[config.mk]
export PLATFORM = sky130hd
export DESIGN_NAME = muldiv_seq
export DESIGN_NICKNAME = d
export VERILOG_FILES = /design/src/rtl/muldiv_seq.sv
export SDC_FILE = /design/constraint.sdc
export NUM_CORES = 1
export LEC_CHECK = 0
export BUFFER_PORTS_ARGS = -buffer_cell sky130_fd_sc_hd__clkbuf_2
export CAP_MARGIN = 40
export CORE_MARGIN = 1.5
export CORE_UTILIZATION = 50
export CTS_CLUSTER_DIAMETER = 100
export DETAILED_ROUTE_END_ITERATION = 16
export GPL_ROUTABILITY_DRIVEN = 0
export PLACE_DENSITY = 0.7
export SLEW_MARGIN = 20
export SYNTH_ARGS = -nofsm -noshare
export SYNTH_HDL_FRONTEND = slang
export SYNTH_SLANG_ARGS = --single-unit
[constraint.sdc]
create_clock -name i_clk -period 9.2 [get_ports i_clk]
set_clock_uncertainty 0.2 [all_clocks]
set_input_delay 1.38 -clock i_clk [delete_from_list [all_inputs] [get_ports i_clk]]
set_output_delay 1.38 -clock i_clk [all_outputs]
set_load 0.1 [all_outputs]
[src/rtl/muldiv_seq.sv]
// muldiv_seq: iterative radix-2 multiply/divide sequencer that owns the HI/LO registers.
// Define MULDIV_DIV_EN to include the restoring divide path (DIV/DIVU); otherwise those ops are ignored.
module muldiv_seq #(
    parameter int WIDTH = 32
) (
    input  logic             i_clk,
    input  logic             i_rst_n,
    input  logic             i_start,
    input  logic [2:0]       i_op,
    input  logic [WIDTH-1:0] i_src1,
    input  logic [WIDTH-1:0] i_src2,
    input  logic             i_flush,
    output logic             o_busy,
    output logic             o_done,
    output logic             o_div0,
    output logic [WIDTH-1:0] o_hi,
    output logic [WIDTH-1:0] o_lo
);
    localparam int CW = (WIDTH > 2) ? $clog2(WIDTH) : 1;
    localparam logic [CW-1:0] CNT_LAST = CW'(WIDTH - 1);
    localparam logic [2:0] OP_MULT  = 3'b000;
    localparam logic [2:0] OP_MULTU = 3'b001;
    localparam logic [2:0] OP_MTHI  = 3'b100;
    localparam logic [2:0] OP_MTLO  = 3'b101;
`ifdef MULDIV_DIV_EN
    localparam logic [2:0] OP_DIV   = 3'b010;
    localparam logic [2:0] OP_DIVU  = 3'b011;
`endif

    typedef enum logic [1:0] {
        IDLE  = 2'd0,
        RUN   = 2'd1,
        FIXUP = 2'd2
    } state_t;

    state_t               state_r, state_nxt_s;
    logic [2*WIDTH-1:0]   acc_r, acc_nxt_s, prod_s;
    logic [WIDTH-1:0]     opnd_r;
    logic [CW-1:0]        cnt_r;
    logic                 neg_r;
    logic [WIDTH-1:0]     hi_r, lo_r, hi_nxt_s, lo_nxt_s;
    logic                 done_r;
    logic                 issue_s, signed_s, mul_op_s, div_op_s, run_op_s;
    logic [WIDTH:0]       mul_sum_s;
`ifdef MULDIV_DIV_EN
    logic                 is_div_r, neg_rem_r, div0_op_r, div0_r;
    logic [WIDTH-1:0]     dividend_r;
    logic [WIDTH:0]       div_shift_s, div_diff_s;
    logic                 div_ge_s;
`endif

    function automatic logic [WIDTH-1:0] magnitude(input logic [WIDTH-1:0] v, input logic is_signed);
        if (is_signed && v[WIDTH-1]) begin
            return -v;
        end else begin
            return v;
        end
    endfunction

    // Issue decode: only a clean start in IDLE is accepted
    always_comb begin
        issue_s  = i_start & ~i_flush & (state_r == IDLE);
        signed_s = ~i_op[0];
        mul_op_s = (i_op == OP_MULT) || (i_op == OP_MULTU);
`ifdef MULDIV_DIV_EN
        div_op_s = (i_op == OP_DIV) || (i_op == OP_DIVU);
`else
        div_op_s = 1'b0;
`endif
        run_op_s = issue_s & (mul_op_s | div_op_s);
    end

    // State register
    always_ff @(posedge i_clk or negedge i_rst_n) begin
        if (!i_rst_n) begin
            state_r <= IDLE;
        end else begin
            state_r <= state_nxt_s;
        end
    end

    // Next-state logic; flush always returns to IDLE
    always_comb begin
        state_nxt_s = state_r;
        case (state_r)
            IDLE: begin
                if (run_op_s) begin
                    state_nxt_s = RUN;
                end else begin
                    state_nxt_s = IDLE;
                end
            end
            RUN: begin
                if (i_flush) begin
                    state_nxt_s = IDLE;
                end else if (cnt_r == CNT_LAST) begin
                    state_nxt_s = FIXUP;
                end else begin
                    state_nxt_s = RUN;
                end
            end
            FIXUP:   state_nxt_s = IDLE;
            default: state_nxt_s = IDLE;
        endcase
    end

    // One radix-2 step: shift-add for multiply, restoring shift-subtract for divide
    always_comb begin
        mul_sum_s = {1'b0, acc_r[2*WIDTH-1:WIDTH]} + (acc_r[0] ? {1'b0, opnd_r} : {(WIDTH+1){1'b0}});
        acc_nxt_s = {mul_sum_s, acc_r[WIDTH-1:1]};
`ifdef MULDIV_DIV_EN
        div_shift_s = {acc_r[2*WIDTH-1:WIDTH], acc_r[WIDTH-1]};
        div_diff_s  = div_shift_s - {1'b0, opnd_r};
        // Remainder stays below the divisor, so the borrow bit alone decides the compare
        div_ge_s    = ~div_diff_s[WIDTH];
        if (is_div_r) begin
            acc_nxt_s = {(div_ge_s ? div_diff_s[WIDTH-1:0] : div_shift_s[WIDTH-1:0]),
                         acc_r[WIDTH-2:0], div_ge_s};
        end else begin
            acc_nxt_s = {mul_sum_s, acc_r[WIDTH-1:1]};
        end
`endif
    end

    // Sign fix-up and HI/LO result mapping
    always_comb begin
        prod_s   = neg_r ? (-acc_r) : acc_r;
        hi_nxt_s = prod_s[2*WIDTH-1:WIDTH];
        lo_nxt_s = prod_s[WIDTH-1:0];
`ifdef MULDIV_DIV_EN
        if (is_div_r) begin
            if (div0_op_r) begin
                lo_nxt_s = '1;
                hi_nxt_s = dividend_r;
            end else begin
                lo_nxt_s = neg_r ? (-acc_r[WIDTH-1:0]) : acc_r[WIDTH-1:0];
                hi_nxt_s = neg_rem_r ? (-acc_r[2*WIDTH-1:WIDTH]) : acc_r[2*WIDTH-1:WIDTH];
            end
        end else begin
            hi_nxt_s = prod_s[2*WIDTH-1:WIDTH];
            lo_nxt_s = prod_s[WIDTH-1:0];
        end
`endif
    end

    // Operand latch, iteration counter, HI/LO writeback and done pulses
    always_ff @(posedge i_clk or negedge i_rst_n) begin
        if (!i_rst_n) begin
            acc_r      <= '0;
            opnd_r     <= '0;
            cnt_r      <= '0;
            neg_r      <= 1'b0;
            hi_r       <= '0;
            lo_r       <= '0;
            done_r     <= 1'b0;
`ifdef MULDIV_DIV_EN
            is_div_r   <= 1'b0;
            neg_rem_r  <= 1'b0;
            div0_op_r  <= 1'b0;
            div0_r     <= 1'b0;
            dividend_r <= '0;
`endif
        end else begin
            done_r <= 1'b0;
`ifdef MULDIV_DIV_EN
            div0_r <= 1'b0;
`endif
            case (state_r)
                IDLE: begin
                    if (run_op_s) begin
                        cnt_r <= '0;
                        neg_r <= signed_s & (i_src1[WIDTH-1] ^ i_src2[WIDTH-1]);
`ifdef MULDIV_DIV_EN
                        is_div_r   <= div_op_s;
                        neg_rem_r  <= signed_s & i_src1[WIDTH-1];
                        div0_op_r  <= (i_src2 == '0);
                        dividend_r <= i_src1;
                        if (div_op_s) begin
                            acc_r  <= {{WIDTH{1'b0}}, magnitude(i_src1, signed_s)};
                            opnd_r <= magnitude(i_src2, signed_s);
                        end else begin
                            acc_r  <= {{WIDTH{1'b0}}, magnitude(i_src2, signed_s)};
                            opnd_r <= magnitude(i_src1, signed_s);
                        end
`else
                        acc_r  <= {{WIDTH{1'b0}}, magnitude(i_src2, signed_s)};
                        opnd_r <= magnitude(i_src1, signed_s);
`endif
                    end else if (issue_s && (i_op == OP_MTHI)) begin
                        hi_r <= i_src1;
                    end else if (issue_s && (i_op == OP_MTLO)) begin
                        lo_r <= i_src1;
                    end
                end
                RUN: begin
                    acc_r <= acc_nxt_s;
                    cnt_r <= cnt_r + CW'(1);
                end
                FIXUP: begin
                    if (!i_flush) begin
                        hi_r   <= hi_nxt_s;
                        lo_r   <= lo_nxt_s;
                        done_r <= 1'b1;
`ifdef MULDIV_DIV_EN
                        div0_r <= is_div_r & div0_op_r;
`endif
                    end
                end
                default: begin
                    done_r <= 1'b0;
                end
            endcase
        end
    end

    assign o_busy = (state_r != IDLE);
    assign o_done = done_r;
    assign o_hi   = hi_r;
    assign o_lo   = lo_r;
`ifdef MULDIV_DIV_EN
    assign o_div0 = div0_r;
`else
    assign o_div0 = 1'b0;
`endif

endmodule
==> Implementation_results.wiki <==
{| class="wikitable"
! Metric !! Value
|-
| Max-cap viol count || 0
|-
| Cell area reported after detailed placement || 12400 um2
|-
| Largest fanout on the critical path || 32
|-
| Worst-path clk slew || 0.08 ns
|-
| Wire length reported by the detailed router || 33.2 mm
|-
| DPL Wire Length || 24.8 mm
|-
| Slack of the worst reg-to-reg path || 5.53 ns
|-
| Area of the die || 23700 um2
|-
| Status || complete, no violations
|-
| Leak Pwr || 5.78 nW
|-
| Post-Syn Nets || 1482
|-
| Number of rows in the core area || 55
|-
| Crit end category || flip-flop
|-
| Die height || 154 um
|-
| Global-route wire length before repair || 52.5 mm
|-
| Setup fix buffers added after clock tree synthesis || 0
|-
| Fin Setup TNS || 0 ns
|-
| Combinational share of power || 45.6%
|-
| Diode count || 0
|-
| Sinks on the clock net || 169
|-
| Post-Layout Cell Count || 1761
|-
| DRC violation count after routing || 0
|-
| Pwr per Cell Area || 284 nW/um2
|-
| Cell at the root of the clock tree || sky130_fd_sc_hd__clkbuf_16
|-
| Count of cell types in the netlist || 66
|-
| Router iterations before antenna repair || 5
|-
| Cells after synthesis || 1373
|-
| Int Power || 1.86 mW
|-
| Overflow left after global routing || 0
|-
| Final Max Tran Viols || 0
|-
| Via count of the routed design || 10624
|-
| Hold Crit Class || flip-flop to flip-flop
|-
| Critical Path Max Stage Delay || 0.58 ns
|-
| CTS max path bufs || 2
|-
| Data required time at the worst endpoint || 9.32 ns
|-
| Clk Latency, worst-skew pair || 0.44 ns
|-
| Number of synthesized register bits || 169
|-
| Power share of the clock group || 20.0%
|-
| Part of the total power dissipated in sequential elements || 34.4%
|-
| Die Wd || 154 um
|-
| Switching power of the nets || 1.84 mW
|-
| Arrival time worst endpoint || 3.80 ns
|-
| Final hold violation count || 0
|-
| Total core area || 22500 um2
|-
| Final net count || 1572
|-
| Proportion of synthesized flip-flops having asynchronous set or reset || 100%
|-
| Number of enable-type register cells in the synthesized netlist || 0
|-
| Num ports || 138
|-
| Worst setup path class || flip-flop to flip-flop
|-
| Via count of the first global-routing pass || 9845
|-
| Overall Global Routing Usage || 28.1%
|-
| Transition time at the pin with the least slew margin || 0.834 ns
|-
| Commonest non-fill, non-tap cell in the layout || sky130_fd_sc_hd__dfrtp_1
|-
| Max-slew headroom || 43.9%
|-
| Layout area overhead || 14.1%
|-
| Vias per std cell || 6.03
|-
| Initial drt markers || 832
|-
| WL per Instance || 18.8 um
|-
| Register area share after synthesis || 37.0%
|-
| Worst vdd rail ir drop || 0.174 mV
|-
| Cells after DPL || 1726
|-
| H-tree level count || 4
|-
| Fraction of final layout cells with drive strength greater than 1 || 14.5%
|-
| Post-cts sizing count || 0
|-
| Post-route cell area || 13000 um2
|-
| Final critical delay including setup and external delays || 3.67 ns
|-
| Total of hold buffers inserted after clock tree synthesis || 0
|-
| Maximum number of pins on one net before global-route repair || 92
|-
| Cell at the slowest stage of the critical path || sky130_fd_sc_hd__o31ai_1
|-
| Net Sw Frac || 49.7%
|-
| Initial Utilization || 50.7%
|-
| Count of port buffers added during placement || 136
|-
| Portion of the clock cycle consumed by the worst path in the final layout || 39.9%
|-
| Dominant register cell in the synthesized netlist || sky130_fd_sc_hd__dfrtp_1
|-
| Total number of yosys warnings || 0
|-
| Number of CTS-inserted buffers || 17
|-
| Critical path, cell by cell || buf_8, and2_1, ha_1, inv_1, fa_1, nand2b_1, a21oi_1, nor2b_1, o21ai_0, o31ai_1, a211oi_1, or3_1, a32o_1
|-
| Setup repair after global routing missed its margin || false
|-
| Commonest non-fill, non-tap cells in the layout || 168 x sky130_fd_sc_hd__dfrtp_1, 157 x sky130_fd_sc_hd__nand2_1, 157 x sky130_fd_sc_hd__o21ai_0
|-
| Cell area after technology mapping || 11400 um2
|-
| Mean cell area of the mapped netlist || 8.31 um2
|-
| TritonCTS clock tree || yes
|-
| Max Clk Rate || 0.272 GHz
|-
| Count of endpoints failing setup in the final report || 0
|-
| Post-layout total power || 3.70 mW
|-
| Kind of launch point of the worst setup path || flip-flop
|-
| Initial antenna violation count || 0
|-
| Finished Core Util || 57.9%
|-
| Detail Route Antenna Nets || 0
|}
flip-flops by register name (all words and copies together) (netlist names):
| signal | flops |
|---|---|
| state_r | 2 |
| o_lo | 32 |
| o_done | 1 |
| cnt_r | 5 |
| o_hi | 32 |
| acc_r | 64 |
| opnd_r | 32 |
| neg_r | 1 |
layout make-up:
type	instances	area, um2
multi-input combinational	1098	6830
timing repair buffer	155	925
inverter	22	82.6
tap	285	357
clock buffer	17	425
fill	2025	9480
sequential	169	4230
clock inverter	15	174
synth_stat cells (13+ instances only):
| cell type | n | area share [%] |
|---|---|---|
| sky130_fd_sc_hd__dfrtp_1 | 169 | 37 |
| sky130_fd_sc_hd__o21ai_0 | 158 | 6.9 |
| sky130_fd_sc_hd__nand2_1 | 157 | 5.2 |
| sky130_fd_sc_hd__nor2_1 | 118 | 3.9 |
| sky130_fd_sc_hd__a21oi_1 | 91 | 4.0 |
| sky130_fd_sc_hd__xor2_1 | 76 | 5.8 |
| sky130_fd_sc_hd__clkbuf_1 | 73 | 2.4 |
| sky130_fd_sc_hd__xnor2_1 | 70 | 5.4 |
| sky130_fd_sc_hd__nand3_1 | 49 | 2.1 |
| sky130_fd_sc_hd__o31ai_1 | 41 | 2.7 |
| sky130_fd_sc_hd__and2_1 | 37 | 2.0 |
| sky130_fd_sc_hd__ha_1 | 37 | 4.1 |
| sky130_fd_sc_hd__a22oi_1 | 29 | 1.9 |
| sky130_fd_sc_hd__inv_1 | 22 | 0.72 |
| sky130_fd_sc_hd__nor3_1 | 21 | 0.92 |
| sky130_fd_sc_hd__nand2b_1 | 18 | 0.99 |
| sky130_fd_sc_hd__a21o_1 | 17 | 1.1 |
| sky130_fd_sc_hd__o41ai_1 | 15 | 1.2 |
| sky130_fd_sc_hd__nor4_1 | 13 | 0.71 |
| sky130_fd_sc_hd__o22ai_1 | 13 | 0.71 |
power by group through the flow:
| stage | sequential (mW) | clock, mW | combinational (mW) |
|---|---|---|---|
| floorplan | 1.62 | 0 | 0.865 |
| global placement | 1.28 | 0 | 1.62 |
| detailed placement | 1.27 | 0 | 1.67 |
| CTS | 1.26 | 0.748 | 1.68 |
| global route | 1.30 | 0.782 | 1.82 |
| finish | 1.27 | 0.741 | 1.68 |
layer usage:
metal	GRT usage, %	share of wire (%)	vias up
met5	0	0	-
met2	45.2	47	403
li1	-	-	5091
met3	4.48	6.5	49
met1	39.1	45	5081
met4	8.69	2.1	0
worst max-delay path: cells and delay by family, from the launching register on:
| family | cells | cell delay (ns) |
|---|---|---|
| flops | 1 | 0.47 |
| buf+inv | 2 | 0.27 |
| compound gates | 5 | 1.33 |
| simple gates | 4 | 0.89 |
| fa+ha+maj | 2 | 0.39 |
stage by stage:
| step | setup WS (ns) | hold WS (ns) |
|---|---|---|
| final | 5.53 | 0.275 |
| after global routing | 5.30 | 0.309 |
| after CTS | 5.53 | 0.279 |
| after detailed placement | 5.29 | 0.263 |
| after global placement | 5.29 | 0.255 |
| after floorplan | 5.80 | 0.242 |
kinds of logic (layout without fill, tap and decap cells):
family	Yosys count	in the layout	share of synthesized area [%]
muxes	8	8	0.723
buffers and inverters	106	209	3.53
and+or+nand+nor	485	485	20.6
DFF	169	169	37.0
adders and majority gates	38	38	4.23
other	1	1	0.0328
AOI/OAI and AO/OA	420	420	22.6
xor gates and xnor gates	146	146	11.2
final timing paths:
check	from	end	cells after the start
max	acc_r[0]	acc_r[61]	13
min	opnd_r[26]	opnd_r[26]	2
max reg2reg	acc_r[0]	acc_r[61]	13
max in group asynchronous	i_rst_n	opnd_r[20]	2
min reg2reg	opnd_r[26]	opnd_r[26]	2
min in group asynchronous	i_rst_n	opnd_r[9]	1
Note: power is estimated with default switching activity, not from simulation.
